[src/rtl/go_board_pkg.sv]
// rtl/go_board_pkg.sv - shared Go Board constants: clock rate, switch count, debounce timing defaults
package go_board_pkg;

   localparam int CLK_FREQ_HZ        = 25_000_000;
   localparam int NUM_BOARD_SWITCHES = 4;

   // 10 ms settle window and 1 s hold threshold at the board clock
   localparam int DEFAULT_DEBOUNCE_CYCLES   = CLK_FREQ_HZ / 100;
   localparam int DEFAULT_LONG_PRESS_CYCLES = CLK_FREQ_HZ;

endpackage

[src/rtl/switch_debounce_events_if.sv]
// rtl/switch_debounce_events_if.sv - raw switch pins in, debounced levels and event pulses out
interface switch_debounce_events_if
   import go_board_pkg::*;
#(
   parameter int NUM_SWITCHES = NUM_BOARD_SWITCHES
);

   logic [NUM_SWITCHES-1:0] i_Switch;
   logic [NUM_SWITCHES-1:0] o_Switch_State;
   logic [NUM_SWITCHES-1:0] o_Press_Pulse;
   logic [NUM_SWITCHES-1:0] o_Release_Pulse;
   logic [NUM_SWITCHES-1:0] o_Long_Press_Pulse;

   modport master (
      output i_Switch,
      input  o_Switch_State,
      input  o_Press_Pulse,
      input  o_Release_Pulse,
      input  o_Long_Press_Pulse
   );

   modport slave (
      input  i_Switch,
      output o_Switch_State,
      output o_Press_Pulse,
      output o_Release_Pulse,
      output o_Long_Press_Pulse
   );

endinterface

[src/rtl/switch_debounce_events_channel.sv]
// rtl/switch_debounce_events_channel.sv - one switch: synchroniser, debounce counter, long-press timer
module switch_debounce_channel
   import go_board_pkg::*;
#(
   parameter int DEBOUNCE_CYCLES   = DEFAULT_DEBOUNCE_CYCLES,
   parameter int LONG_PRESS_CYCLES = DEFAULT_LONG_PRESS_CYCLES
) (
   input  logic i_Clock,
   input  logic i_Reset,
   input  logic i_Switch,
   output logic o_Switch_State,
   output logic o_Press_Pulse,
   output logic o_Release_Pulse,
   output logic o_Long_Press_Pulse
);

   localparam int DB_W = $clog2(DEBOUNCE_CYCLES);
   localparam int LP_W = $clog2(LONG_PRESS_CYCLES);
   localparam logic [DB_W-1:0] DB_LAST = DB_W'(DEBOUNCE_CYCLES - 1);
   localparam logic [LP_W-1:0] LP_LAST = LP_W'(LONG_PRESS_CYCLES - 1);

   logic            sync_meta;
   logic            sync_q;
   logic            stable;
   logic            armed;
   logic [DB_W-1:0] db_cnt;
   logic [LP_W-1:0] lp_cnt;
   logic            accept;

   // the synchronised level has disagreed long enough to become the new stable level
   assign accept = (sync_q != stable) && (db_cnt == DB_LAST);

   always_ff @(posedge i_Clock or posedge i_Reset) begin
      if (i_Reset) begin
         sync_meta          <= 1'b0;
         sync_q             <= 1'b0;
         stable             <= 1'b0;
         armed              <= 1'b0;
         db_cnt             <= '0;
         lp_cnt             <= '0;
         o_Press_Pulse      <= 1'b0;
         o_Release_Pulse    <= 1'b0;
         o_Long_Press_Pulse <= 1'b0;
      end else begin
         sync_meta          <= i_Switch;
         sync_q             <= sync_meta;
         o_Press_Pulse      <= 1'b0;
         o_Release_Pulse    <= 1'b0;
         o_Long_Press_Pulse <= 1'b0;

         if (sync_q == stable) begin
            db_cnt <= '0;
         end else if (accept) begin
            db_cnt          <= '0;
            stable          <= sync_q;
            o_Press_Pulse   <= sync_q;
            o_Release_Pulse <= ~sync_q;
         end else begin
            db_cnt <= db_cnt + 1'b1;
         end

         // an accepted edge takes priority, so a release beats a long pulse due in the same cycle
         if (accept) begin
            lp_cnt <= '0;
            armed  <= sync_q;
         end else if (stable && armed) begin
            if (lp_cnt == LP_LAST) begin
               o_Long_Press_Pulse <= 1'b1;
               armed              <= 1'b0;
            end else begin
               lp_cnt <= lp_cnt + 1'b1;
            end
         end
      end
   end

   assign o_Switch_State = stable;

endmodule

[src/rtl/switch_debounce_events.sv]
// rtl/switch_debounce_events.sv - debounced levels and press/release/long-press events for the board switches
module switch_debounce_events
   import go_board_pkg::*;
#(
   parameter int NUM_SWITCHES      = NUM_BOARD_SWITCHES,
   parameter int DEBOUNCE_CYCLES   = DEFAULT_DEBOUNCE_CYCLES,
   parameter int LONG_PRESS_CYCLES = DEFAULT_LONG_PRESS_CYCLES
) (
   input  logic                     i_Clock,
   input  logic                     i_Reset,
   switch_debounce_events_if.slave  sw
);

   logic [NUM_SWITCHES-1:0] switch_state;
   logic [NUM_SWITCHES-1:0] press_pulse;
   logic [NUM_SWITCHES-1:0] release_pulse;
   logic [NUM_SWITCHES-1:0] long_press_pulse;

   for (genvar i = 0; i < NUM_SWITCHES; i++) begin : g_channel
      switch_debounce_channel #(
         .DEBOUNCE_CYCLES   (DEBOUNCE_CYCLES),
         .LONG_PRESS_CYCLES (LONG_PRESS_CYCLES)
      ) u_channel (
         .i_Clock            (i_Clock),
         .i_Reset            (i_Reset),
         .i_Switch           (sw.i_Switch[i]),
         .o_Switch_State     (switch_state[i]),
         .o_Press_Pulse      (press_pulse[i]),
         .o_Release_Pulse    (release_pulse[i]),
         .o_Long_Press_Pulse (long_press_pulse[i])
      );
   end

   assign sw.o_Switch_State     = switch_state;
   assign sw.o_Press_Pulse      = press_pulse;
   assign sw.o_Release_Pulse    = release_pulse;
   assign sw.o_Long_Press_Pulse = long_press_pulse;

endmodule

[src/flat_wrapper.sv]
// flat-port wrapper written by rule: the top's interface ports become plain ports
module switch_debounce_events_flat import go_board_pkg::*;
#(
   parameter int NUM_SWITCHES      = NUM_BOARD_SWITCHES,
   parameter int DEBOUNCE_CYCLES   = DEFAULT_DEBOUNCE_CYCLES,
   parameter int LONG_PRESS_CYCLES = DEFAULT_LONG_PRESS_CYCLES
)
  (i_Clock, i_Reset, sw_i_Switch, sw_o_Switch_State, sw_o_Press_Pulse, sw_o_Release_Pulse, sw_o_Long_Press_Pulse);
  switch_debounce_events_if #(.NUM_SWITCHES(NUM_SWITCHES)) sw_i ();
  input  logic i_Clock;
  input  logic i_Reset;
  input wire logic [$bits(sw_i.i_Switch)-1:0] sw_i_Switch;
  output wire logic [$bits(sw_i.o_Switch_State)-1:0] sw_o_Switch_State;
  output wire logic [$bits(sw_i.o_Press_Pulse)-1:0] sw_o_Press_Pulse;
  output wire logic [$bits(sw_i.o_Release_Pulse)-1:0] sw_o_Release_Pulse;
  output wire logic [$bits(sw_i.o_Long_Press_Pulse)-1:0] sw_o_Long_Press_Pulse;
  assign sw_i.i_Switch = sw_i_Switch;
  assign sw_o_Switch_State = sw_i.o_Switch_State;
  assign sw_o_Press_Pulse = sw_i.o_Press_Pulse;
  assign sw_o_Release_Pulse = sw_i.o_Release_Pulse;
  assign sw_o_Long_Press_Pulse = sw_i.o_Long_Press_Pulse;
  switch_debounce_events #(.NUM_SWITCHES(NUM_SWITCHES), .DEBOUNCE_CYCLES(DEBOUNCE_CYCLES), .LONG_PRESS_CYCLES(LONG_PRESS_CYCLES)) u_core (.i_Clock(i_Clock), .i_Reset(i_Reset), .sw(sw_i));
endmodule
[config.mk]
export PLATFORM = sky130hd
export DESIGN_NAME = switch_debounce_events_flat
export DESIGN_NICKNAME = d
export VERILOG_FILES = /design/src/rtl/go_board_pkg.sv /design/src/rtl/switch_debounce_events_if.sv /design/src/rtl/switch_debounce_events_channel.sv /design/src/rtl/switch_debounce_events.sv /design/src/flat_wrapper.sv
export SDC_FILE = /design/constraint.sdc
export NUM_CORES = 1
export LEC_CHECK = 0
export BUFFER_PORTS_ARGS = -buffer_cell sky130_fd_sc_hd__buf_2
export CORE_MARGIN = 1
export CORE_UTILIZATION = 40
export DETAILED_ROUTE_END_ITERATION = 8
export GPL_ROUTABILITY_DRIVEN = 0
export PLACE_DENSITY = 0.62
export SLEW_MARGIN = 25
export SYNTH_ARGS = -nofsm -noshare
export SYNTH_HDL_FRONTEND = slang
export SYNTH_SLANG_ARGS = --single-unit
[constraint.sdc]
create_clock -name i_Clock -period 11.7 [get_ports i_Clock]
set_clock_uncertainty 0.1 [all_clocks]
set_input_delay 0.585 -clock i_Clock [delete_from_list [all_inputs] [get_ports i_Clock]]
set_output_delay 0.585 -clock i_Clock [all_outputs]
set_load 0.02 [all_outputs]
==> implementation parameters, run 1 <==
Parameter                              Value

Synthesis
  Fraction of synthesized cell area taken by the top area cell type    50.00%
  Share of the yosys chip area belonging to registers    50.00%
  Dominant cells by area after synthesis    sky130_fd_sc_hd__dfrtp_1, sky130_fd_sc_hd__xor2_1, sky130_fd_sc_hd__nor2_1
  Number of enable-type register cells in the synthesized netlist    0
  Flop and latch count out of synthesis    200
  Number of synthesis warnings    0
  Ys flop type    sky130_fd_sc_hd__dfrtp_1
  Cell count after synthesis    1014
  Syn_area_per_cell    9.871 sq um
  Unique masters post-synth    54
  Synthesized Nets    1028
  Async SR Flop Fraction    100.0%
  Netlist area before placement    10010 sq um
  Largest area contributor in the synthesized netlist    sky130_fd_sc_hd__dfrtp_1

Cells and area
  Diode insertion count for antenna repair    0
  Fraction of layout cells with a size suffix above 1    8.155%
  Top library cells by usage in the layout, fill and taps aside    sky130_fd_sc_hd__dfrtp_1, sky130_fd_sc_hd__nor2_1, sky130_fd_sc_hd__xor2_1
  Fillers    2308
  Most common cell after layout, fill and taps aside    sky130_fd_sc_hd__dfrtp_1
  Count of nets after finishing    1031
  Share of the core filled with cells in the final layout    44.59%
  Area growth from synthesis to final layout    8.975%

Global routing
  Pin count of the biggest net entering global routing    127
  Initial antenna violation count    0
  Global routing usage summed across all routing layers    15.45%
  Vias in the first global route    6883
  Grt total ovfl    0
  Wire length of the first global-routing pass    33070 microns

Power
  Max VDD drop    74.01 uV
  Power density of the placed cells    122.3 nW/um^2
  Reported leakage power    4.814 nW

Floorplan
  Full die area    25660 sq um
  Starting utilization of the core area    40.92%
  I/O pin count    22
  Placeable core region    24460 sq um
  Vertical die dimension    160.2 microns
  Die width    160.2 microns
  Core Rows    57

STA
  Slew at the pin closest to its max-slew limit    0.9259 ns
  Max Slew Vio Count    0
  Unrepaired setup endpoints after global routing    no
  Setup violators final    0
  Worst slew margin    38.27%
  Final cycle utilization of the critical path    21.75%
  Final Critical Period    2.545 ns
  Highest achievable clock rate    392.9 MHz
  Final-report hold violation count    0
  Sum Neg Setup Slack    0 ns

Hold path
  Worst hold path cell count    1
  Start point of the worst min-delay path    sw_i_Switch[0]
  Hold Crit Class    input pin to flop
  Endpoint of the worst hold path    u_core.g_channel[0].u_channel.sync_meta$_DFF_PP0_

Placement
  Port Buffers    21
  Total half-perimeter wirelength after legalization and detailed placement    12420 microns

Setup path
  Data arrival time at the worst-slack endpoint    2.76 ns
  Worst Setup Path Type    flop to flop
  Number of cells on the worst reg-to-reg path    6
  Register-to-Register Setup Slack    9.15 ns
  Critical register-to-register path startpoint    u_core.g_channel[0].u_channel.db_cnt[0]$_DFF_PP0_
  Reg-to-reg critical path endpoint    u_core.g_channel[0].u_channel.lp_cnt[13]$_DFFE_PP0P_
  Endpoint class of the critical path    flop
  Ordered cell list for the critical path    ha_1 > nand3_1 > nor4_1 > and2_1 > nor2_1 > mux2_2
  CP max-delay cell    sky130_fd_sc_hd__and2_1
  Slowest cell delay on critical path    0.81 ns
  Category of the worst setup path launch point    flop
  Maximum net fanout on the critical path    26
  Worst path required time    11.91 ns

CTS
  Setup Buffers After CTS    0
  Total of cells resized after clock tree synthesis    0
  Insertion delay to the later sink of the worst-skew pair    0.43 ns
  CTS sink cnt    200
  H-tree depth    4
  Clock transition at the register clock pins on the worst setup and hold paths after CTS    0.07 ns
  CTS tree    built
  Number of buffers on the longest clock path    2
  CTS root buf    sky130_fd_sc_hd__clkbuf_16
  Clock buffer count from CTS    17
  Number of hold-repair buffers added at the cts stage    0

Detailed routing
  Final antenna-violating net count    0
  Post-DR wirelength/cell    13.80 microns
  Final WL    18680 microns
  Detailed-router iteration count before antenna repair    5
  Number of design-rule violations left by the first detailed-router iteration    400
  Via count    7185
  Average vias per placed instance    5.306
  Number of DRC violations after detailed routing    0

Flow run
  Count of maximum capacitance violations    0

Status
  Status    complete, no violations
==> cell families (layout without fill, tap and decap cells) <==
group	Yosys count	after routing	share of synthesized area, %
xor gates and xnor gates	138	138	12.15
and+or+nand+nor	542	542	28.95
AOI/OAI and AO/OA	68	68	4.138
DFF	200	200	50.00
muxes	6	6	0.6375
buffers and inverters	52	68	3.125
adders and majority gates	8	8	1.000
==> flip-flops by register name (all words and copies together), names as in the netlist <==
register	count
u_core.g_channel.u_channel.armed	4
u_core.g_channel.u_channel.db_cnt	72
u_core.g_channel.u_channel.lp_cnt	100
u_core.g_channel.u_channel.o_Long_Press_Pulse	4
u_core.g_channel.u_channel.o_Press_Pulse	4
u_core.g_channel.u_channel.o_Release_Pulse	4
u_core.g_channel.u_channel.o_Switch_State	4
u_core.g_channel.u_channel.sync_meta	4
u_core.g_channel.u_channel.sync_q	4
==> Yosys cell counts, drive strengths merged, types with 5 or more instances <==
library cell / n
a21oi: 23
and2: 13
and3: 34
and4: 16
buf: 38
dfrtp: 200
ha: 8
inv: 14
nand2: 66
nand3: 82
nand4: 52
nor2: 175
nor3: 20
nor3b: 7
nor4: 23
nor4b: 11
o211ai: 7
o21ai: 22
o31ai: 5
or3: 19
or4: 8
xnor2: 47
xor2: 91
==> worst max-delay path by stage <==
stage	start	endpoint	slack, ns	depth (start not counted)
2_1_floorplan	i_Reset	u_core.g_channel[0].u_channel.armed$_DFFE_PP0P_	5.56	1
3_3_place_gp	u_core.g_channel[1].u_channel.db_cnt[0]$_DFF_PP0_	u_core.g_channel[1].u_channel.o_Long_Press_Pulse$_DFF_PP0_	9.16	6
3_5_place_dp	u_core.g_channel[1].u_channel.db_cnt[0]$_DFF_PP0_	u_core.g_channel[1].u_channel.o_Long_Press_Pulse$_DFF_PP0_	9.14	6
4_1_cts	u_core.g_channel[1].u_channel.db_cnt[0]$_DFF_PP0_	u_core.g_channel[1].u_channel.o_Long_Press_Pulse$_DFF_PP0_	9.12	6
5_1_grt	u_core.g_channel[1].u_channel.db_cnt[0]$_DFF_PP0_	u_core.g_channel[1].u_channel.o_Long_Press_Pulse$_DFF_PP0_	8.86	6
6_report	u_core.g_channel[0].u_channel.db_cnt[0]$_DFF_PP0_	u_core.g_channel[0].u_channel.lp_cnt[13]$_DFFE_PP0P_	9.15	6
==> per-stage QoR <==
step,area (sq um),worst slack [ns],hold WS [ns],cells,power (W)
2_1_floorplan,10010,5.561,0.2312,1014,0.0007330
3_3_place_gp,10270,9.163,0.2330,1322,0.0007408
3_5_place_dp,10280,9.135,0.2379,1322,0.0007411
4_1_cts,10900,9.121,0.1371,1354,0.001354
5_1_grt,10910,8.859,0.1352,1354,0.001382
6_report,10910,9.155,0.1571,1354,0.001334
==> final cells by class <==
| class | count | area [sq um] | area share, % |
|---|---|---|---|
| clock buffers | 18 | 429.2 | 3.934 |
| clock inverters | 14 | 186.4 | 1.709 |
| inverters | 14 | 60.06 | 0.5506 |
| multi-input cells | 762 | 4706 | 43.14 |
| flip-flops and latches | 200 | 5005 | 45.88 |
| well taps | 324 | 405.4 | 3.716 |
| repair buffers | 22 | 116.4 | 1.067 |
==> report_power, final <==
part / switching (W) / total (W) / internal, W / leakage (nW)
Sequential: 0.00000466 / 0.000700 / 0.000695 / 2.77
Combinational: 0.0000207 / 0.0000258 / 0.00000511 / 1.75
Clock: 0.000281 / 0.000608 / 0.000327 / 0.297
Total: 0.000307 / 0.00133 / 0.00103 / 4.81
==> metal layers <==
metal	routed length, microns	up-vias	GRT usage (%)
met5	0	-	0
met2	8645	105	24.53
met1	9369	3520	21.61
met4	194	0	4.762
met3	471	13	2.545
li1	-	3547	-
==> critical path, delay by kind of cell (launching register included) <==
family | cells | cell delay [ns]
simple gates | 4 | 1.42
flops | 1 | 0.39
mux | 1 | 0.28
fa+ha+maj | 1 | 0.23
No activity file was read; power rests on OpenSTA's default activity.
==> inputs of run 2 (changes only) <==
--- a/config.mk
+++ b/config.mk
@@ -10,7 +10,7 @@
 export CORE_UTILIZATION = 40
 export DETAILED_ROUTE_END_ITERATION = 8
 export GPL_ROUTABILITY_DRIVEN = 0
-export PLACE_DENSITY = 0.62
+export PLACE_DENSITY = 0.64
 export SLEW_MARGIN = 25
 export SYNTH_ARGS = -nofsm -noshare
 export SYNTH_HDL_FRONTEND = slang
==> constraint.sdc (replaced) <==
create_clock -name i_Clock -period 2.2 [get_ports i_Clock]
set_clock_uncertainty 0.1 [all_clocks]
set_input_delay 0.11 -clock i_Clock [delete_from_list [all_inputs] [get_ports i_Clock]]
set_output_delay 0.11 -clock i_Clock [all_outputs]
set_load 0.02 [all_outputs]
==> run 2 against run 1 <==
Routed wire length is 1.5% lower. Global-route usage shrank 0.18 points. Flip-flop and latch count is the same.
==> implementation parameters, run 2 (synthesized netlist as in run 1, its figures left out) <==
Parameter                              Value

STA
  Final Critical Period    2.043 ns
  Slew at the pin closest to its max-slew limit    0.5403 ns
  Highest achievable clock rate    489.4 MHz
  Setup violators final    0
  Final cycle utilization of the critical path    92.88%
  Max Slew Vio Count    0
  Fin worst setup slack    0.1567 ns
  Final-report hold violation count    0
  Sum Neg Setup Slack    0 ns
  Worst slew margin    63.68%

Cells and area
  Largest regs    u_core.g_channel.u_channel.lp_cnt: 100 flops, u_core.g_channel.u_channel.db_cnt: 72 flops
  Share of the core filled with cells in the final layout    45.98%
  Final instance area    11250 sq um
  Fillers    2285
  Most common cell after layout, fill and taps aside    sky130_fd_sc_hd__dfrtp_1
  Largest register by flop count    u_core.g_channel.u_channel.lp_cnt
  Final cell count without fillers    1394
  Area growth from synthesis to final layout    12.38%
  Fraction of layout cells with a size suffix above 1    11.50%
  Max reg flops    100
  Count of nets after finishing    1071
  Diode insertion count for antenna repair    0
  Top library cells by usage in the layout, fill and taps aside    sky130_fd_sc_hd__dfrtp_1, sky130_fd_sc_hd__nor2_1, sky130_fd_sc_hd__xor2_1

Power
  Reported leakage power    5.014 nW
  Sequential group share of total power    53.8%
  Total internal power    0.005266 W
  Power density of the placed cells    615.7 nW/um^2
  Switch share    23.96%
  Max VDD drop    448.3 uV
  Combinational Power Share    2.3%
  Power dissipated by switching net loads    0.001659 W
  Clock network power share    43.9%

Detailed routing
  Post-DR wirelength/cell    13.20 microns
  Number of design-rule violations left by the first detailed-router iteration    293
  Detailed-router iteration count before antenna repair    4
  Average vias per placed instance    5.152
  Final antenna-violating net count    0
  Final WL    18410 microns
  Number of DRC violations after detailed routing    0
  Via count    7182

Floorplan
  Full die area    25660 sq um
  Die width    160.2 microns
  Vertical die dimension    160.2 microns
  Core Rows    57
  I/O pin count    22
  Starting utilization of the core area    40.92%
  Placeable core region    24460 sq um

Setup path
  Endpoint class of the critical path    flop
  Maximum net fanout on the critical path    5
  Worst path required time    2.43 ns
  Category of the worst setup path launch point    flop
  Worst Setup Path Type    flop to flop
  Data arrival time at the worst-slack endpoint    2.27 ns

CTS
  Clock buffer count from CTS    17
  Insertion delay to the later sink of the worst-skew pair    0.44 ns
  H-tree depth    4
  CTS tree    built
  CTS root buf    sky130_fd_sc_hd__clkbuf_16
  Number of buffers on the longest clock path    2
  Clock transition at the register clock pins on the worst setup and hold paths after CTS    0.08 ns
  CTS sink cnt    200

Placement
  Setup slack at placement    0.1221 ns
  Placement-stage cell area    10590 sq um
  Port Buffers    21
  Total half-perimeter wirelength after legalization and detailed placement    12610 microns
  Placed Cells    1356

Flow run
  Count of maximum capacitance violations    0

Global routing
  Initial antenna violation count    0
  Pin count of the biggest net entering global routing    77
  Wire length of the first global-routing pass    32760 microns
  Vias in the first global route    6960
  Grt total ovfl    0
  Global routing usage summed across all routing layers    15.27%

Status
  Status    complete, no violations

Hold path
  Hold Crit Class    input pin to flop
run 2: cell type report:
| class | count | area (sq um) | share of cell area [%] |
|---|---|---|---|
| inverters | 14 | 56.30 | 0.5006 |
| well taps | 324 | 405.4 | 3.604 |
| clock inverters | 15 | 148.9 | 1.324 |
| repair buffers | 62 | 491.7 | 4.372 |
| flip-flops and latches | 200 | 5005 | 44.49 |
| clock buffers | 17 | 425.4 | 3.782 |
| multi-input cells | 762 | 4716 | 41.92 |
run 2: worst max-delay path, cell delays in order, from the launching register on:
cell and delay [ns]:
sky130_fd_sc_hd__dfrtp_1 0.41, sky130_fd_sc_hd__ha_1 0.27, sky130_fd_sc_hd__nor4bb_1 0.29, sky130_fd_sc_hd__nand4_1 0.26
sky130_fd_sc_hd__o21bai_1 0.32, sky130_fd_sc_hd__mux2i_1 0.24, sky130_fd_sc_hd__nor2_1 0.05
run 2: stage by stage:
stage          total power [W]  hold slack [ns]
4_1_cts               0.007031           0.1810
3_5_place_dp          0.003956           0.1201
5_1_grt               0.007202           0.1925
6_report              0.006925           0.2004
3_3_place_gp          0.003954           0.1180
2_1_floorplan         0.003899          0.04143
run 2: routing by layer:
| metal | share of wire (%) | wire, microns | GRT usage [%] | vias up |
|---|---|---|---|---|
| met5 | 0 | 0 | 0 | - |
| met4 | 1.6 | 303 | 5.931 | 0 |
| met3 | 2.0 | 377 | 2.597 | 23 |
| met2 | 46 | 8391 | 23.60 | 71 |
| met1 | 51 | 9333 | 21.37 | 3462 |
| li1 | - | - | - | 3626 |
run 2: final timing paths:
path	end	cells past startpoint	slack, ns	startpoint
max	u_core.g_channel[1].u_channel.lp_cnt[1]$_DFFE_PP0P_	6	0.16	u_core.g_channel[1].u_channel.lp_cnt[0]$_DFFE_PP0P_
min reg2reg	u_core.g_channel[0].u_channel.sync_q$_DFF_PP0_	0	0.25	u_core.g_channel[0].u_channel.sync_meta$_DFF_PP0_
max reg2reg	u_core.g_channel[1].u_channel.lp_cnt[1]$_DFFE_PP0P_	6	0.16	u_core.g_channel[1].u_channel.lp_cnt[0]$_DFFE_PP0P_
max in group asynchronous	u_core.g_channel[0].u_channel.lp_cnt[17]$_DFFE_PP0P_	4	1.37	i_Reset
min in group asynchronous	u_core.g_channel[1].u_channel.sync_meta$_DFF_PP0_	4	0.26	i_Reset
min	u_core.g_channel[2].u_channel.sync_meta$_DFF_PP0_	2	0.20	sw_i_Switch[2]
run 2: what timing repair did:
item / CTS / global route
setup endpoints to repair: 0 / 53
setup buffers: 0 / 1
hold buffers: 5 / 0
hold endpoints to repair: 204 / 0
gates resized for setup: 0 / 6
run 2: power groups by stage:
| stage | combinational, W | sequential (W) | clock [W] |
|---|---|---|---|
| 2_1_floorplan | 0.000108 | 0.00379 | 0 |
| 3_3_place_gp | 0.000160 | 0.00379 | 0 |
| 3_5_place_dp | 0.000161 | 0.00380 | 0 |
| 4_1_cts | 0.000168 | 0.00372 | 0.00314 |
| 5_1_grt | 0.000191 | 0.00373 | 0.00328 |
| 6_report | 0.000161 | 0.00372 | 0.00304 |
==> inputs of run 3 (changes only) <==
--- a/config.mk
+++ b/config.mk
@@ -8,6 +8,7 @@
 export BUFFER_PORTS_ARGS = -buffer_cell sky130_fd_sc_hd__buf_2
 export CORE_MARGIN = 1
 export CORE_UTILIZATION = 40
+export CTS_BUF_LIST = sky130_fd_sc_hd__clkbuf_4 sky130_fd_sc_hd__clkbuf_8
 export DETAILED_ROUTE_END_ITERATION = 8
 export GPL_ROUTABILITY_DRIVEN = 0
 export PLACE_DENSITY = 0.64
==> run 3 against run 2 <==
Clock power is 25% lower. Setup slack worse by 0.00079 ns. Sequential share of layout area is 0.77 points higher. Utilization is 0.78 points lower. Maximum frequency hardly changed. Die area stayed put. Flip-flop and latch count stayed put. Combinational power hardly changed. Critical path type unchanged.
==> implementation parameters, run 3 (synthesized netlist as in run 1, its figures left out) <==
Parameter                              Value

Cells and area
  Top library cells by usage in the layout, fill and taps aside    sky130_fd_sc_hd__dfrtp_1, sky130_fd_sc_hd__nor2_1, sky130_fd_sc_hd__xor2_1
  Fraction of layout cells with a size suffix above 1    11.50%
  Largest regs    u_core.g_channel.u_channel.lp_cnt: 100 flops, u_core.g_channel.u_channel.db_cnt: 72 flops
  Most common cell after layout, fill and taps aside    sky130_fd_sc_hd__dfrtp_1
  Diode insertion count for antenna repair    0
  Share of the core filled with cells in the final layout    45.20%
  Count of nets after finishing    1071
  Max reg flops    100
  Final cell count without fillers    1394
  Final instance area    11060 sq um
  Area growth from synthesis to final layout    10.46%
  Fillers    2314
  Largest register by flop count    u_core.g_channel.u_channel.lp_cnt

Global routing
  Vias in the first global route    6954
  Wire length of the first global-routing pass    32750 microns
  Global routing usage summed across all routing layers    15.21%
  Pin count of the biggest net entering global routing    77
  Initial antenna violation count    0
  Grt total ovfl    0

Detailed routing
  Detailed-router iteration count before antenna repair    4
  Number of design-rule violations left by the first detailed-router iteration    381
  Post-DR wirelength/cell    13.15 microns
  Via count    7178
  Final WL    18330 microns
  Number of DRC violations after detailed routing    0
  Average vias per placed instance    5.149
  Final antenna-violating net count    0

Power
  Reported leakage power    4.927 nW
  Max VDD drop    280.6 uV
  Power density of the placed cells    557.1 nW/um^2

Setup path
  Worst path required time    2.46 ns
  Data arrival time at the worst-slack endpoint    2.31 ns
  Endpoint class of the critical path    flop
  Worst Setup Path Type    flop to flop
  Register-to-Register Setup Slack    0.16 ns
  Category of the worst setup path launch point    flop
  Number of cells on the worst reg-to-reg path    6
  Maximum net fanout on the critical path    5

CTS
  CTS sink cnt    200
  CTS tree    built
  H-tree depth    4
  Clock buffer count from CTS    17
  Clock transition at the register clock pins on the worst setup and hold paths after CTS    0.12 ns
  Insertion delay to the later sink of the worst-skew pair    0.48 ns
  Number of buffers on the longest clock path    2
  CTS root buf    sky130_fd_sc_hd__clkbuf_8

Flow run
  Count of maximum capacitance violations    0

Floorplan
  Full die area    25660 sq um
  Starting utilization of the core area    40.92%
  Core Rows    57
  Placeable core region    24460 sq um
  I/O pin count    22
  Vertical die dimension    160.2 microns
  Die width    160.2 microns

STA
  Worst slack on hold paths    0.1557 ns
  Setup violators final    0
  Final Critical Period    2.044 ns
  Final-report hold violation count    0
  Highest achievable clock rate    489.2 MHz
  Final cycle utilization of the critical path    92.91%
  Max Slew Vio Count    0
  Worst slew margin    64.38%
  Slew at the pin closest to its max-slew limit    0.5302 ns

Placement
  Placed Cells    1356
  Placement-stage cell area    10590 sq um
  Total half-perimeter wirelength after legalization and detailed placement    12610 microns
  Port Buffers    21

Hold path
  Hold Crit Class    input pin to flop
  Worst hold path cell count    2

Status
  Status    complete, no violations
==> run 3: cell counts in the layout (fill, tap and decap cells not counted) <==
No cell type changed its count.
==> run 3: where the power goes <==
group	switching [W]	internal, W
Sequential	0.0000247	0.00370
Clock	0.00142	0.000853
Combinational	0.000113	0.0000482
==> run 3: area by class of cell <==
| class | instances | area, sq um | share of cell area [%] |
|---|---|---|---|
| Clock buffer | 17 | 234.0 | 2.116 |
| Inverter | 14 | 56.30 | 0.5092 |
| Tap cell | 324 | 405.4 | 3.666 |
| Multi-Input combinational cell | 762 | 4716 | 42.65 |
| Timing Repair Buffer | 62 | 491.7 | 4.447 |
| Sequential cell | 200 | 5005 | 45.26 |
| Clock inverter | 15 | 148.9 | 1.347 |
==> run 3: critical path: stages (launching register included) <==
cell and delay [ns]:
sky130_fd_sc_hd__dfrtp_1 0.42, sky130_fd_sc_hd__ha_1 0.27, sky130_fd_sc_hd__nor4bb_1 0.29, sky130_fd_sc_hd__nand4_1 0.26, sky130_fd_sc_hd__o21bai_1 0.32, sky130_fd_sc_hd__mux2i_1 0.24, sky130_fd_sc_hd__nor2_1 0.05
==> run 3: worst paths after layout <==
path | from | to
max | u_core.g_channel[1].u_channel.lp_cnt[0]$_DFFE_PP0P_ | u_core.g_channel[1].u_channel.lp_cnt[1]$_DFFE_PP0P_
min | sw_i_Switch[2] | u_core.g_channel[2].u_channel.sync_meta$_DFF_PP0_
max reg2reg | u_core.g_channel[1].u_channel.lp_cnt[0]$_DFFE_PP0P_ | u_core.g_channel[1].u_channel.lp_cnt[1]$_DFFE_PP0P_
min reg2reg | u_core.g_channel[0].u_channel.sync_meta$_DFF_PP0_ | u_core.g_channel[0].u_channel.sync_q$_DFF_PP0_
max in group asynchronous | i_Reset | u_core.g_channel[3].u_channel.lp_cnt[18]$_DFFE_PP0P_
min in group asynchronous | i_Reset | u_core.g_channel[1].u_channel.sync_meta$_DFF_PP0_
==> run 3: stage by stage <==
step	TNS [ns]	setup WS (ns)	total power (W)
finish	0	0.1559	0.006160
global route	-0.09980	-0.02498	0.006444
CTS	0	0.08803	0.006265
detailed placement	0	0.1221	0.003956
global placement	0	0.2061	0.003954
floorplan	-119.67	-0.5983	0.003899
==> run 3: metal layers <==
| metal | part of all wire, % | vias to the layer above | global-route usage (%) |
|---|---|---|---|
| met5 | 0 | - | 0 |
| met4 | 1.3 | 0 | 5.584 |
| met1 | 51 | 3468 | 21.73 |
| met2 | 45 | 55 | 23.24 |
| li1 | - | 3633 | - |
| met3 | 1.9 | 22 | 2.442 |
==> run 3: timing repair <==
action / 4_1_cts / 5_1_grt
hold buffers: 5 / 0
setup buffers: 0 / 1
resized for setup: 0 / 6
setup endpoints to repair: 0 / 59
hold endpoints to repair: 204 / 0
